$ cat src/rtl/noc_params.sv
// noc_params: shared router types (output ports, flit layout, VC state).
package noc_params;

   localparam int PORT_NUM  = 5;
   localparam int PAYLOAD_W = 16;

   typedef enum logic [2:0] {
      LOCAL = 3'd0,
      NORTH = 3'd1,
      SOUTH = 3'd2,
      EAST  = 3'd3,
      WEST  = 3'd4
   } port_t;

   typedef struct packed {
      logic                 head;
      logic                 tail;
      port_t                dest;
      logic [PAYLOAD_W-1:0] payload;
   } flit_t;

   typedef enum logic {
      IDLE   = 1'b0,
      ACTIVE = 1'b1
   } vc_state_t;

endpackage

$ cat src/rtl/vc_input_unit_if.sv
// vc_input_unit_if: flit input, allocator row, crossbar output and credit
// signals of one router input port. master = surrounding router, slave = unit.
interface vc_input_unit_if
   import noc_params::*;
#(
   parameter int VC_NUM = 2
);
   localparam int VC_W = (VC_NUM > 1) ? $clog2(VC_NUM) : 1;

   logic                  in_valid;
   logic [VC_W-1:0]       in_vc;
   flit_t                 in_flit;
   logic                  credit_out_valid;
   logic [VC_W-1:0]       credit_out_vc;
   logic [VC_NUM-1:0]     vc_request;
   port_t [VC_NUM-1:0]    vc_target_port;
   logic [VC_NUM-1:0]     vc_grant;
   logic                  xbar_valid;
   port_t                 xbar_port;
   flit_t                 xbar_flit;
   logic                  credit_in_valid;
   logic [VC_W-1:0]       credit_in_vc;

   modport master (
      output in_valid, in_vc, in_flit, vc_grant, credit_in_valid, credit_in_vc,
      input  credit_out_valid, credit_out_vc, vc_request, vc_target_port,
             xbar_valid, xbar_port, xbar_flit
   );

   modport slave (
      input  in_valid, in_vc, in_flit, vc_grant, credit_in_valid, credit_in_vc,
      output credit_out_valid, credit_out_vc, vc_request, vc_target_port,
             xbar_valid, xbar_port, xbar_flit
   );

endinterface

$ cat src/rtl/vc_fifo.sv
// vc_fifo: single-VC circular flit buffer. Pointers carry one extra wrap bit
// so full and empty are distinguishable. A write to a full buffer is accepted
// only when a pop happens in the same cycle; otherwise it is dropped.
module vc_fifo
   import noc_params::*;
#(
   parameter int DEPTH = 4
) (
   input  logic  clk,
   input  logic  RSTn,
   input  logic  i_wr_en,
   input  flit_t i_wr_data,
   input  logic  i_rd_en,
   output logic  o_full,
   output logic  o_empty,
   output flit_t o_front
);
   localparam int AW = $clog2(DEPTH);

   logic [AW:0] r_wr_ptr;
   logic [AW:0] r_rd_ptr;
   flit_t       r_mem [DEPTH];
   logic        w_push;
   logic        w_pop;

   assign o_empty = (r_wr_ptr == r_rd_ptr);
   assign o_full  = (r_wr_ptr[AW] != r_rd_ptr[AW]) &&
                    (r_wr_ptr[AW-1:0] == r_rd_ptr[AW-1:0]);
   assign w_pop   = i_rd_en && !o_empty;
   assign w_push  = i_wr_en && (!o_full || w_pop);
   // Empty buffer presents an all-zero flit so downstream sees dest LOCAL.
   assign o_front = o_empty ? '0 : r_mem[r_rd_ptr[AW-1:0]];

   // Flit storage write port.
   // NOTE: storage has no reset; the pointers alone define which slots are valid.
   always_ff @(posedge clk) begin
      if (w_push) r_mem[r_wr_ptr[AW-1:0]] <= i_wr_data;
   end

   // Pointer advance on accepted push / pop.
   // NOTE: sequential state uses <= so every register updates from pre-edge values.
   always_ff @(posedge clk or negedge RSTn) begin
      if (!RSTn) begin
         r_wr_ptr <= '0;
         r_rd_ptr <= '0;
      end else begin
         if (w_push) r_wr_ptr <= r_wr_ptr + 1'b1;
         if (w_pop)  r_rd_ptr <= r_rd_ptr + 1'b1;
      end
   end

endmodule

$ cat src/rtl/vc_input_unit.sv
// vc_input_unit: router input port. Buffers flits per VC, latches the route
// from each head flit, requests the switch allocator, forwards granted flits
// to the crossbar one cycle later and returns credits upstream.
// Optional macro VC_INPUT_UNIT_ERR_FLAG_EN adds a sticky err_flag output.
module vc_input_unit
   import noc_params::*;
#(
   parameter int VC_NUM      = 2,
   parameter int BUF_DEPTH   = 4,
   parameter int CREDIT_INIT = 4
) (
   input logic            clk,
   input logic            RSTn,
   vc_input_unit_if.slave vc_bus
`ifdef VC_INPUT_UNIT_ERR_FLAG_EN
   ,
   output logic           err_flag
`endif
);
   localparam int VC_W  = (VC_NUM > 1) ? $clog2(VC_NUM) : 1;
   localparam int CRD_W = $clog2(CREDIT_INIT + 1);

   logic [VC_NUM-1:0]  w_wr, w_full, w_empty, w_pop, w_req, w_vgrant, w_cinc;
   flit_t              w_front  [VC_NUM];
   port_t              w_target [VC_NUM];
   vc_state_t          r_state  [VC_NUM];
   port_t              r_route  [VC_NUM];
   logic [CRD_W-1:0]   r_credit [VC_NUM];
   logic               w_any;
   logic [VC_W-1:0]    w_sel;

   logic               r_xbar_valid;
   port_t              r_xbar_port;
   flit_t              r_xbar_flit;
   logic               r_credit_out_valid;
   logic [VC_W-1:0]    r_credit_out_vc;

   for (genvar v = 0; v < VC_NUM; v++) begin : g_vc
      vc_fifo #(.DEPTH(BUF_DEPTH)) u_fifo (
         .clk       (clk),
         .RSTn      (RSTn),
         .i_wr_en   (w_wr[v]),
         .i_wr_data (vc_bus.in_flit),
         .i_rd_en   (w_pop[v]),
         .o_full    (w_full[v]),
         .o_empty   (w_empty[v]),
         .o_front   (w_front[v])
      );
   end

   // Per-VC write/credit decode, requests, target ports and lowest-index grant pick.
   // NOTE: every always_comb output gets a default first so no path infers a latch.
   always_comb begin
      w_wr   = '0;
      w_cinc = '0;
      w_req  = '0;
      w_pop  = '0;
      w_any  = 1'b0;
      w_sel  = '0;
      for (int v = 0; v < VC_NUM; v++) begin
         w_wr[v]     = vc_bus.in_valid && (vc_bus.in_vc == VC_W'(v));
         w_cinc[v]   = vc_bus.credit_in_valid && (vc_bus.credit_in_vc == VC_W'(v));
         w_req[v]    = !w_empty[v] && (r_credit[v] != '0) &&
                       ((r_state[v] == ACTIVE) || w_front[v].head);
         w_target[v] = (r_state[v] == ACTIVE) ? r_route[v] : w_front[v].dest;
      end
      w_vgrant = vc_bus.vc_grant & w_req;
      for (int v = VC_NUM - 1; v >= 0; v--) begin
         if (w_vgrant[v]) begin
            w_any = 1'b1;
            w_sel = VC_W'(v);
         end
      end
      if (w_any) w_pop[w_sel] = 1'b1;
   end

   // Allocator-facing outputs.
   always_comb begin
      for (int v = 0; v < VC_NUM; v++) vc_bus.vc_target_port[v] = w_target[v];
   end
   assign vc_bus.vc_request = w_req;

   // Per-VC packet state, route latch and downstream credit counters.
   always_ff @(posedge clk or negedge RSTn) begin
      if (!RSTn) begin
         for (int v = 0; v < VC_NUM; v++) begin
            r_state[v]  <= IDLE;
            r_route[v]  <= LOCAL;
            r_credit[v] <= CRD_W'(CREDIT_INIT);
         end
      end else begin
         for (int v = 0; v < VC_NUM; v++) begin
            if (w_pop[v]) begin
               if (r_state[v] == IDLE && w_front[v].head && !w_front[v].tail) begin
                  r_state[v] <= ACTIVE;
                  r_route[v] <= w_front[v].dest;
               end else if (r_state[v] == ACTIVE && w_front[v].tail) begin
                  r_state[v] <= IDLE;
               end
            end
            // Simultaneous pop and credit return cancel; increments saturate.
            if (w_pop[v] && !w_cinc[v])
               r_credit[v] <= r_credit[v] - 1'b1;
            else if (!w_pop[v] && w_cinc[v] && r_credit[v] != CRD_W'(CREDIT_INIT))
               r_credit[v] <= r_credit[v] + 1'b1;
         end
      end
   end

   // Registered crossbar and upstream credit outputs, one cycle after the grant.
   always_ff @(posedge clk or negedge RSTn) begin
      if (!RSTn) begin
         r_xbar_valid       <= 1'b0;
         r_xbar_port        <= LOCAL;
         r_xbar_flit        <= '0;
         r_credit_out_valid <= 1'b0;
         r_credit_out_vc    <= '0;
      end else begin
         r_xbar_valid       <= w_any;
         r_credit_out_valid <= w_any;
         if (w_any) begin
            r_xbar_flit     <= w_front[w_sel];
            r_xbar_port     <= w_target[w_sel];
            r_credit_out_vc <= w_sel;
         end
      end
   end

   assign vc_bus.xbar_valid       = r_xbar_valid;
   assign vc_bus.xbar_port        = r_xbar_port;
   assign vc_bus.xbar_flit        = r_xbar_flit;
   assign vc_bus.credit_out_valid = r_credit_out_valid;
   assign vc_bus.credit_out_vc    = r_credit_out_vc;

`ifdef VC_INPUT_UNIT_ERR_FLAG_EN
   logic w_err_evt;
   logic r_err;

   // Protocol-violation detect: dropped write, credit overflow, stalled IDLE VC.
   always_comb begin
      w_err_evt = 1'b0;
      for (int v = 0; v < VC_NUM; v++) begin
         if (w_wr[v] && w_full[v] && !w_pop[v]) w_err_evt = 1'b1;
         if (w_cinc[v] && !w_pop[v] && r_credit[v] == CRD_W'(CREDIT_INIT)) w_err_evt = 1'b1;
         if (r_state[v] == IDLE && !w_empty[v] && !w_front[v].head) w_err_evt = 1'b1;
      end
   end

   // Sticky error flag, cleared only by reset.
   always_ff @(posedge clk or negedge RSTn) begin
      if (!RSTn)          r_err <= 1'b0;
      else if (w_err_evt) r_err <= 1'b1;
   end

   assign err_flag = r_err;
`endif

endmodule
$ cat src/flat_wrapper.sv
// flat-port wrapper written by rule: the top's interface ports become plain ports
module vc_input_unit_flat import noc_params::*;
#(
   parameter int VC_NUM      = 2,
   parameter int BUF_DEPTH   = 4,
   parameter int CREDIT_INIT = 4
)
  (clk, RSTn, vc_bus_in_valid, vc_bus_in_vc, vc_bus_in_flit, vc_bus_vc_grant, vc_bus_credit_in_valid, vc_bus_credit_in_vc, vc_bus_credit_out_valid, vc_bus_credit_out_vc, vc_bus_vc_request, vc_bus_vc_target_port, vc_bus_xbar_valid, vc_bus_xbar_port, vc_bus_xbar_flit);
  vc_input_unit_if #(.VC_NUM(VC_NUM)) vc_bus_i ();
  input logic clk;
  input logic RSTn;
  input wire logic [$bits(vc_bus_i.in_valid)-1:0] vc_bus_in_valid;
  input wire logic [$bits(vc_bus_i.in_vc)-1:0] vc_bus_in_vc;
  input wire logic [$bits(vc_bus_i.in_flit)-1:0] vc_bus_in_flit;
  input wire logic [$bits(vc_bus_i.vc_grant)-1:0] vc_bus_vc_grant;
  input wire logic [$bits(vc_bus_i.credit_in_valid)-1:0] vc_bus_credit_in_valid;
  input wire logic [$bits(vc_bus_i.credit_in_vc)-1:0] vc_bus_credit_in_vc;
  output wire logic [$bits(vc_bus_i.credit_out_valid)-1:0] vc_bus_credit_out_valid;
  output wire logic [$bits(vc_bus_i.credit_out_vc)-1:0] vc_bus_credit_out_vc;
  output wire logic [$bits(vc_bus_i.vc_request)-1:0] vc_bus_vc_request;
  output wire logic [$bits(vc_bus_i.vc_target_port)-1:0] vc_bus_vc_target_port;
  output wire logic [$bits(vc_bus_i.xbar_valid)-1:0] vc_bus_xbar_valid;
  output wire logic [$bits(vc_bus_i.xbar_port)-1:0] vc_bus_xbar_port;
  output wire logic [$bits(vc_bus_i.xbar_flit)-1:0] vc_bus_xbar_flit;
  assign vc_bus_i.in_valid = vc_bus_in_valid;
  assign vc_bus_i.in_vc = vc_bus_in_vc;
  assign vc_bus_i.in_flit = vc_bus_in_flit;
  assign vc_bus_i.vc_grant = vc_bus_vc_grant;
  assign vc_bus_i.credit_in_valid = vc_bus_credit_in_valid;
  assign vc_bus_i.credit_in_vc = vc_bus_credit_in_vc;
  assign vc_bus_credit_out_valid = vc_bus_i.credit_out_valid;
  assign vc_bus_credit_out_vc = vc_bus_i.credit_out_vc;
  assign vc_bus_vc_request = vc_bus_i.vc_request;
  assign vc_bus_vc_target_port = vc_bus_i.vc_target_port;
  assign vc_bus_xbar_valid = vc_bus_i.xbar_valid;
  assign vc_bus_xbar_port = vc_bus_i.xbar_port;
  assign vc_bus_xbar_flit = vc_bus_i.xbar_flit;
  vc_input_unit #(.VC_NUM(VC_NUM), .BUF_DEPTH(BUF_DEPTH), .CREDIT_INIT(CREDIT_INIT)) u_core (.clk(clk), .RSTn(RSTn), .vc_bus(vc_bus_i));
endmodule
$ cat config.mk
export PLATFORM = sky130hd
export DESIGN_NAME = vc_input_unit_flat
export DESIGN_NICKNAME = d
export VERILOG_FILES = /design/src/rtl/noc_params.sv /design/src/rtl/vc_input_unit_if.sv /design/src/rtl/vc_fifo.sv /design/src/rtl/vc_input_unit.sv /design/src/flat_wrapper.sv
export SDC_FILE = /design/constraint.sdc
export NUM_CORES = 1
export LEC_CHECK = 0
export ABC_AREA = 1
export CAP_MARGIN = 5
export CORE_MARGIN = 2
export CORE_UTILIZATION = 56
export CTS_BUF_LIST = sky130_fd_sc_hd__clkbuf_4 sky130_fd_sc_hd__clkbuf_8
export CTS_CLUSTER_SIZE = 24
export DETAILED_ROUTE_END_ITERATION = 10
export DONT_BUFFER_PORTS = 1
export PLACE_DENSITY = 0.71
export SLEW_MARGIN = 20
export SYNTH_ARGS = -nofsm -noshare
export SYNTH_HDL_FRONTEND = slang
export SYNTH_SLANG_ARGS = --single-unit
$ cat constraint.sdc
create_clock -name clk -period 7.4 [get_ports clk]
set_input_delay 2.22 -clock clk [delete_from_list [all_inputs] [get_ports clk]]
set_output_delay 2.22 -clock clk [all_outputs]
set_load 0.005 [all_outputs]
Word-level counts from Yosys, hierarchy flattened
Memory sizes are Yosys's and may differ from the RTL's.
Index checks and enable logic that the tools add are counted.

storage, ports and cells
  register bits after elaboration = 52
  bits of input ports = 29
  bits in writable memories = 168
  output and inout port bits = 35
  memories = 2

memory list
  name                         depth  width  rd ports  clocked after Yosys merged registers in  write ports  line           text
  u_core.g_vc[0].u_fifo.r_mem  4      21     1         0                                        1            vc_fifo.sv:22  flit_t r_mem [DEPTH];
  u_core.g_vc[1].u_fifo.r_mem  4      21     1         0                                        1            vc_fifo.sv:22

cells by class
  reductions and logical operators = 51
  add/sub/neg operators = 8
  mux-type cells = 28
  bitwise logic cells = 6
  order comparisons = 3
  eq/ne operators = 8

operators by type and width
  operator             number
  $mux 21              5
  $logic_and 1x1->1    27
  $mux 3               9
  $add 3x1->3 const B  6
  $mux 1               12
  $logic_not 1->1      10
  $reduce_and 2->1     4
  $reduce_bool 2->1    4
  $eq 3x3->1           2
  $ne 3x3->1 const B   2
  $reduce_bool 3->1    2
  $sub 3x1->3 const B  2
  $eq 2x2->1           2
  $logic_or 1x1->1     4
  $not 1->1            4
  $and 2x2->2          1
  $ge 2x2->1 const B   1
  $lt 1x2->1 const B   1
  $mux 2               1
  $ne 1x1->1           2
  $not 1->2            1
  $demux 1 s1          1
  $ge 1x1->1 const B   1

Longest topological paths before layout
  depth after elaboration = 17
  depth in mapped cells = 15

Hierarchy
A second synthesis with hierarchy kept.

unflattened totals
  cells, all modules = 898
  area, all modules = 9625.5 um^2

modules (own cells, without submodules)
  module                           area an instance (um^2)  sequential area each (um^2)  cells an instance  instances
  vc_fifo (u_core.g_vc[1].u_fifo)  3821.2                   2672.6                       328                1
  vc_fifo (u_core.g_vc[0].u_fifo)  3816.2                   2672.6                       328                1
  vc_input_unit                    1988.2                   1003.5                       242                1

Worst setup path before layout
No wires, ideal clock.

  path kind = input port to flip-flop
  start point = in vc_bus_vc_grant[1]
  end point = mem u_core.g_vc[1].u_fifo.r_mem[0][0] (netlist bit), enable pin
  path buffers = 0
  stages = 6
  setup slack = 3.347 ns
  data required time = 7.001 ns
  data arrival time = 3.654 ns
  library setup time = 0.399 ns
  cells stage by stage = inv_1 > nor2_2 > nand2_2 > nand2_1 > nand3_2 > nor2_1

on the way
  longest elaborated chain between the ends = 13

ends and longest elaborated chain
  element                                                         line                 text
  start: declaration                                              flat_wrapper.sv:15   input wire logic [$bits(vc_bus_i.vc_grant)-1:0] vc_bus_vc_grant;
  $and 2x2->2 (*)                                                 vc_input_unit.sv:67  w_vgrant = vc_bus.vc_grant & w_req;
  $mux 1 (*)                                                      vc_input_unit.sv:69  if (w_vgrant[v]) begin
  $mux 1                                                          vc_input_unit.sv:69
  $lt 1x2->1 (implied by the code) or $ge 1x1->1 (tied branches)  vc_input_unit.sv:74  if (w_any) w_pop[w_sel] = 1'b1;
  $logic_and 1x1->1 (implied by the code)                         vc_input_unit.sv:74
  $mux 1 (implied by the code)                                    vc_input_unit.sv:74
  $demux 1 s1                                                     n/a
  $mux 2 (*)                                                      vc_input_unit.sv:74
  $logic_and 1x1->1 (*)                                           vc_fifo.sv:29        assign w_pop = i_rd_en && !o_empty;
  $logic_or 1x1->1 (*)                                            vc_fifo.sv:30        assign w_push = i_wr_en && (!o_full || w_pop);
  $logic_and 1x1->1 (*)                                           vc_fifo.sv:30
  $mux 1 (*)                                                      vc_fifo.sv:37        if (w_push) r_mem[r_wr_ptr[AW-1:0]] <= i_wr_data;
  $mux 1 (implied by the code) (*)                                vc_fifo.sv:37
  end: declaration                                                vc_fifo.sv:22

Every way passes the cells marked *; elsewhere a longest branch is shown, timed or not.

Worst setup path in the final report
  start point = reg u_core.g_vc[1].u_fifo.r_rd_ptr[1]
  end point = out vc_bus_vc_target_port[5]

on the way
  longest elaborated chain between the ends = 3

ends and longest elaborated chain
  element                                     line                 text
  start: declaration                          vc_fifo.sv:21        logic [AW:0] r_rd_ptr;
  start signal: assignment                    vc_fifo.sv:48        if (w_pop) r_rd_ptr <= r_rd_ptr + 1'b1;
  $mem_v2 4x21 or $eq 3x3->1 (tied branches)  n/a
  $mux 21 (*)                                 vc_fifo.sv:32        assign o_front = o_empty ? '0 : r_mem[r_rd_ptr[AW-1:0]];
  $mux 3 (*)                                  vc_input_unit.sv:65  w_target[v] = (r_state[v] == ACTIVE) ? r_route[v] : w_front[v].dest;
  end: declaration                            flat_wrapper.sv:21   output wire logic [$bits(vc_bus_i.vc_target_port)-1:0] vc_bus_vc_target_port;

Marks and branches as above.

==> flow_summary.json <==
{
  "finalCriticalPeriod_ps": 4990,
  "grt_max_degree": 53,
  "die_y_um": 131,
  "route.met2.wl_mm": 9.26,
  "portBuffers": 0,
  "slew_violations": 0,
  "skew_ps": 18.3,
  "leakagePower_nw": 3.75,
  "design_area_sq_um": 9940,
  "postCtsSetupBuffers": 0,
  "clkLatencyLatePin_ps": 520,
  "diodes": 0,
  "num_vias": 5873,
  "worstReg2RegEnd": "u_core.vc_bus.xbar_flit[18]",
  "p_int_mw": 2.59,
  "hp-class": "reg2reg",
  "maxCapViolations": 0,
  "cts_resized": 0,
  "start_util_pct": 57.3,
  "hold_end": "u_core.r_credit[3]",
  "crit_top_cell": "o21ai_0",
  "hold_slack_ps": 478,
  "required_ps": 5180,
  "arrival_ps": 2770,
  "rows": 46,
  "ys_ff_latch": 220,
  "status": "finished clean",
  "synthToLayoutAreaGrowth_pct": 9.24,
  "viasPerCell": 5.72,
  "path_max_fanout": 24,
  "worst-setup-path-type": "reg2out",
  "syn-num-nets": 821,
  "drc": 0,
  "dr_wl_met3_mm": 1.80,
  "cp_slowest_stage_delay_ps": 670,
  "die_width_um": 131,
  "hpwl_mm": 12.2,
  "placed_cell_area_sq_um": 9210,
  "reg2reg_depth": 9,
  "sw_frac_of_total_pct": 39.4,
  "grt_overflow": 0,
  "r2r_start": "u_core.g_vc[0].u_fifo.r_rd_ptr[1]",
  "wl_met1_mm": 8.35,
  "setup_tns_ps": 0,
  "rsz0062_at_grt": "no",
  "drtPass1Iterations": 5,
  "syn_avg_cell_area_sq_um": 11.7,
  "ios": 64,
  "track_usage_pct": 23.3,
  "drive_above_1_share_pct": 11.0,
  "power_density_nw_per_um2": 430,
  "whs_path_depth": 1,
  "worst_path_max_delay_cell": "inv_1",
  "cp_cell_sequence": "inv_1 > o21ai_0 > o22ai_1 > nand2_1 > o21ai_0",
  "cts_buffers": 36,
  "start_kind": "flip-flop",
  "cts_sinks": 220,
  "clkTransAtPathRegs_ps": 60,
  "die_area_sq_um": 17300,
  "power_frac_seq_pct": 41.3,
  "cts_root_buffer": "clkbuf_8",
  "min-delay-start": "u_core.r_credit[3]",
  "ctsHoldBuffers": 0,
  "cts_tree": "yes",
  "final-setup-viol-count": 0,
  "wl_per_cell_um": 19.3,
  "gp_congestion": 0.836,
  "rrSetupSlack_ps": 3560,
  "layout.nets": 824,
  "combPwrFrac_pct": 34.9,
  "postRouteWirelength_mm": 19.8,
  "hold_viol_final": 0,
  "seq_area_frac_synth_pct": 69.8,
  "netSwitchingPower_mw": 1.69,
  "pwr-share-clk_pct": 23.8,
  "worstMarginPinSlew_ps": 814,
  "clk_path_buf_depth": 3,
  "first_iter_violations": 428,
  "highest_layer": "met4",
  "syn_area_sq_um": 9100,
  "core_area_sq_um": 15900,
  "antenna_found_initial": 0,
  "grt_pass1_vias": 5845,
  "power.total_mw": 4.28,
  "fin_util_pct": 62.6,
  "critPathCaptureType": "primary output",
  "slew_headroom_pct": 45.8,
  "syn_inst": 780,
  "post-route-period-util_pct": 67.4,
  "num-fill-cells": 1262,
  "grt_pass1_wl_mm": 31.0,
  "ys_warn_count": 0,
  "vdd_drop_max_mv": 0.237,
  "fmax_ghz": 0.201,
  "htree_levels": 2,
  "synthDistinctLibCells": 36,
  "ant_nets": 0
}
## registers in the layout, summed over array words and instances, names as in the netlist
register	flops
u_core.g_vc.u_fifo.r_wr_ptr	6
u_core.r_route	6
u_core.g_vc.u_fifo.r_rd_ptr	6
u_core.g_vc.u_fifo.r_mem	168
u_core.vc_bus.xbar_valid	1
u_core.vc_bus.credit_out_vc	1
u_core.r_credit	6
u_core.vc_bus.xbar_flit	21
u_core.vc_bus.xbar_port	3
u_core.r_state	2
## worst max path at each step
stage / start / end / slack, ps / cells after the start
after detailed placement: vc_bus_vc_grant[0] / u_core.g_vc[1].u_fifo.r_mem[0][7] / 2830 / 5
after floorplan: vc_bus_vc_grant[1] / u_core.g_vc[1].u_fifo.r_mem[0][0] / 3350 / 6
final: u_core.g_vc[1].u_fifo.r_rd_ptr[1] / vc_bus_vc_target_port[5] / 2410 / 5
after CTS: u_core.g_vc[1].u_fifo.r_rd_ptr[1] / vc_bus_vc_target_port[4] / 2450 / 6
after global placement: vc_bus_vc_grant[0] / u_core.g_vc[1].u_fifo.r_mem[0][5] / 2910 / 5
after global routing: u_core.g_vc[1].u_fifo.r_rd_ptr[1] / vc_bus_vc_target_port[4] / 2210 / 6
## power groups by stage
stage                     combinational, mW  sequential, mW  clock, mW
after global placement                 1.40            1.79          0
final                                  1.49            1.77       1.02
after floorplan                        1.16            1.73          0
after global routing                   1.68            1.80       1.09
after detailed placement               1.46            1.80          0
after CTS                              1.47            1.77       1.04
## cell families after synthesis
logic type               after synthesis  share of synthesized area, %
AO/OA/AOI/OAI                        168                          10.0
XOR/XNOR                               9                          1.03
adder cells (fa/ha/maj)               12                          1.81
buffers and inverters                 86                          4.33
flip-flops                           220                          69.8
AND/OR/NAND/NOR                      285                          13.0
## cell type report
cell class / instances / area (sq um) / area share [%]
Tap cell: 216 / 270 / 2.72
Clock buffer: 48 / 592 / 5.95
Multi-Input combinational cell: 474 / 2410 / 24.3
Timing Repair Buffer: 2 / 15.0 / 0.151
Clock inverter: 18 / 113 / 1.13
Inverter: 49 / 188 / 1.89
Sequential cell: 220 / 6350 / 63.9
## through the flow
step	setup slack (ps)	std cells
3_5_place_dp	2830	961
2_1_floorplan	3350	780
3_3_place_gp	2910	961
4_1_cts	2450	1027
5_1_grt	2210	1027
6_report	2410	1027
## cells in the mapped netlist
| library cell | instances | area (sq um) |
|---|---|---|
| edfxtp_1 | 168 | 5040 |
| nand2_1 | 131 | 492 |
| nor2_1 | 118 | 443 |
| o21ai_0 | 98 | 490 |
| dfrtp_1 | 50 | 1250 |
| inv_1 | 43 | 161 |
| o22ai_1 | 40 | 250 |
| a21oi_1 | 18 | 90.1 |
| clkbuf_1 | 18 | 67.6 |
| nand3_1 | 15 | 75.1 |
| ha_1 | 10 | 125 |
| buf_2 | 9 | 45.0 |
| xor2_1 | 7 | 61.3 |
| nand4_1 | 6 | 37.5 |
| buf_4 | 5 | 37.5 |
| buf_6 | 5 | 56.3 |
| o21ai_1 | 5 | 25.0 |
| nand2_2 | 4 | 25.0 |
| nand3_2 | 4 | 40.0 |
| inv_2 | 3 | 11.3 |
| o221ai_1 | 3 | 26.3 |
| a31oi_1 | 2 | 12.5 |
| dfstp_2 | 2 | 52.6 |
| fa_1 | 2 | 40.0 |
| nor2_2 | 2 | 12.5 |
| xnor2_2 | 2 | 32.5 |
| a32oi_1 | 1 | 8.76 |
| and3_1 | 1 | 6.26 |
| clkinv_1 | 1 | 3.75 |
| clkinv_2 | 1 | 5.00 |
| inv_4 | 1 | 6.26 |
| nand3_4 | 1 | 17.5 |
| nand3b_2 | 1 | 11.3 |
| nand4_4 | 1 | 21.3 |
| o211ai_1 | 1 | 7.51 |
| or2_1 | 1 | 6.26 |
## routing by layer
metal	global-route usage [%]	vias up
li1	-	2724
met1	31.9	2875
met2	36.1	242
met3	6.33	32
met4	8.57	0
met5	0	-
## worst max-delay path: cells and delay by family (launching register included)
| kind | cells | cell delay, ps |
|---|---|---|
| compound gates | 3 | 830 |
| buf+inv | 1 | 670 |
| flops | 1 | 640 |
| simple gates | 1 | 110 |
## layout by cell type (no fill, tap or decap), types with 3 or more instances in the layout
cell,instances
inv_1,43
ha_1,10
nand3_1,15
nand2_2,4
edfxtp_1,168
dfrtp_1,50
clkinv_2,7
clkbuf_4,11
clkinv_1,9
o22ai_1,40
clkbuf_8,37
xor2_1,7
a21oi_1,18
inv_2,3
nor2_1,111
nand4_1,6
o21ai_1,5
o21ai_0,98
nand3_2,4
o221ai_1,3
nor2_4,8
nand2_1,131
clkinvlp_4,3
(Power assumes the default switching activity.)
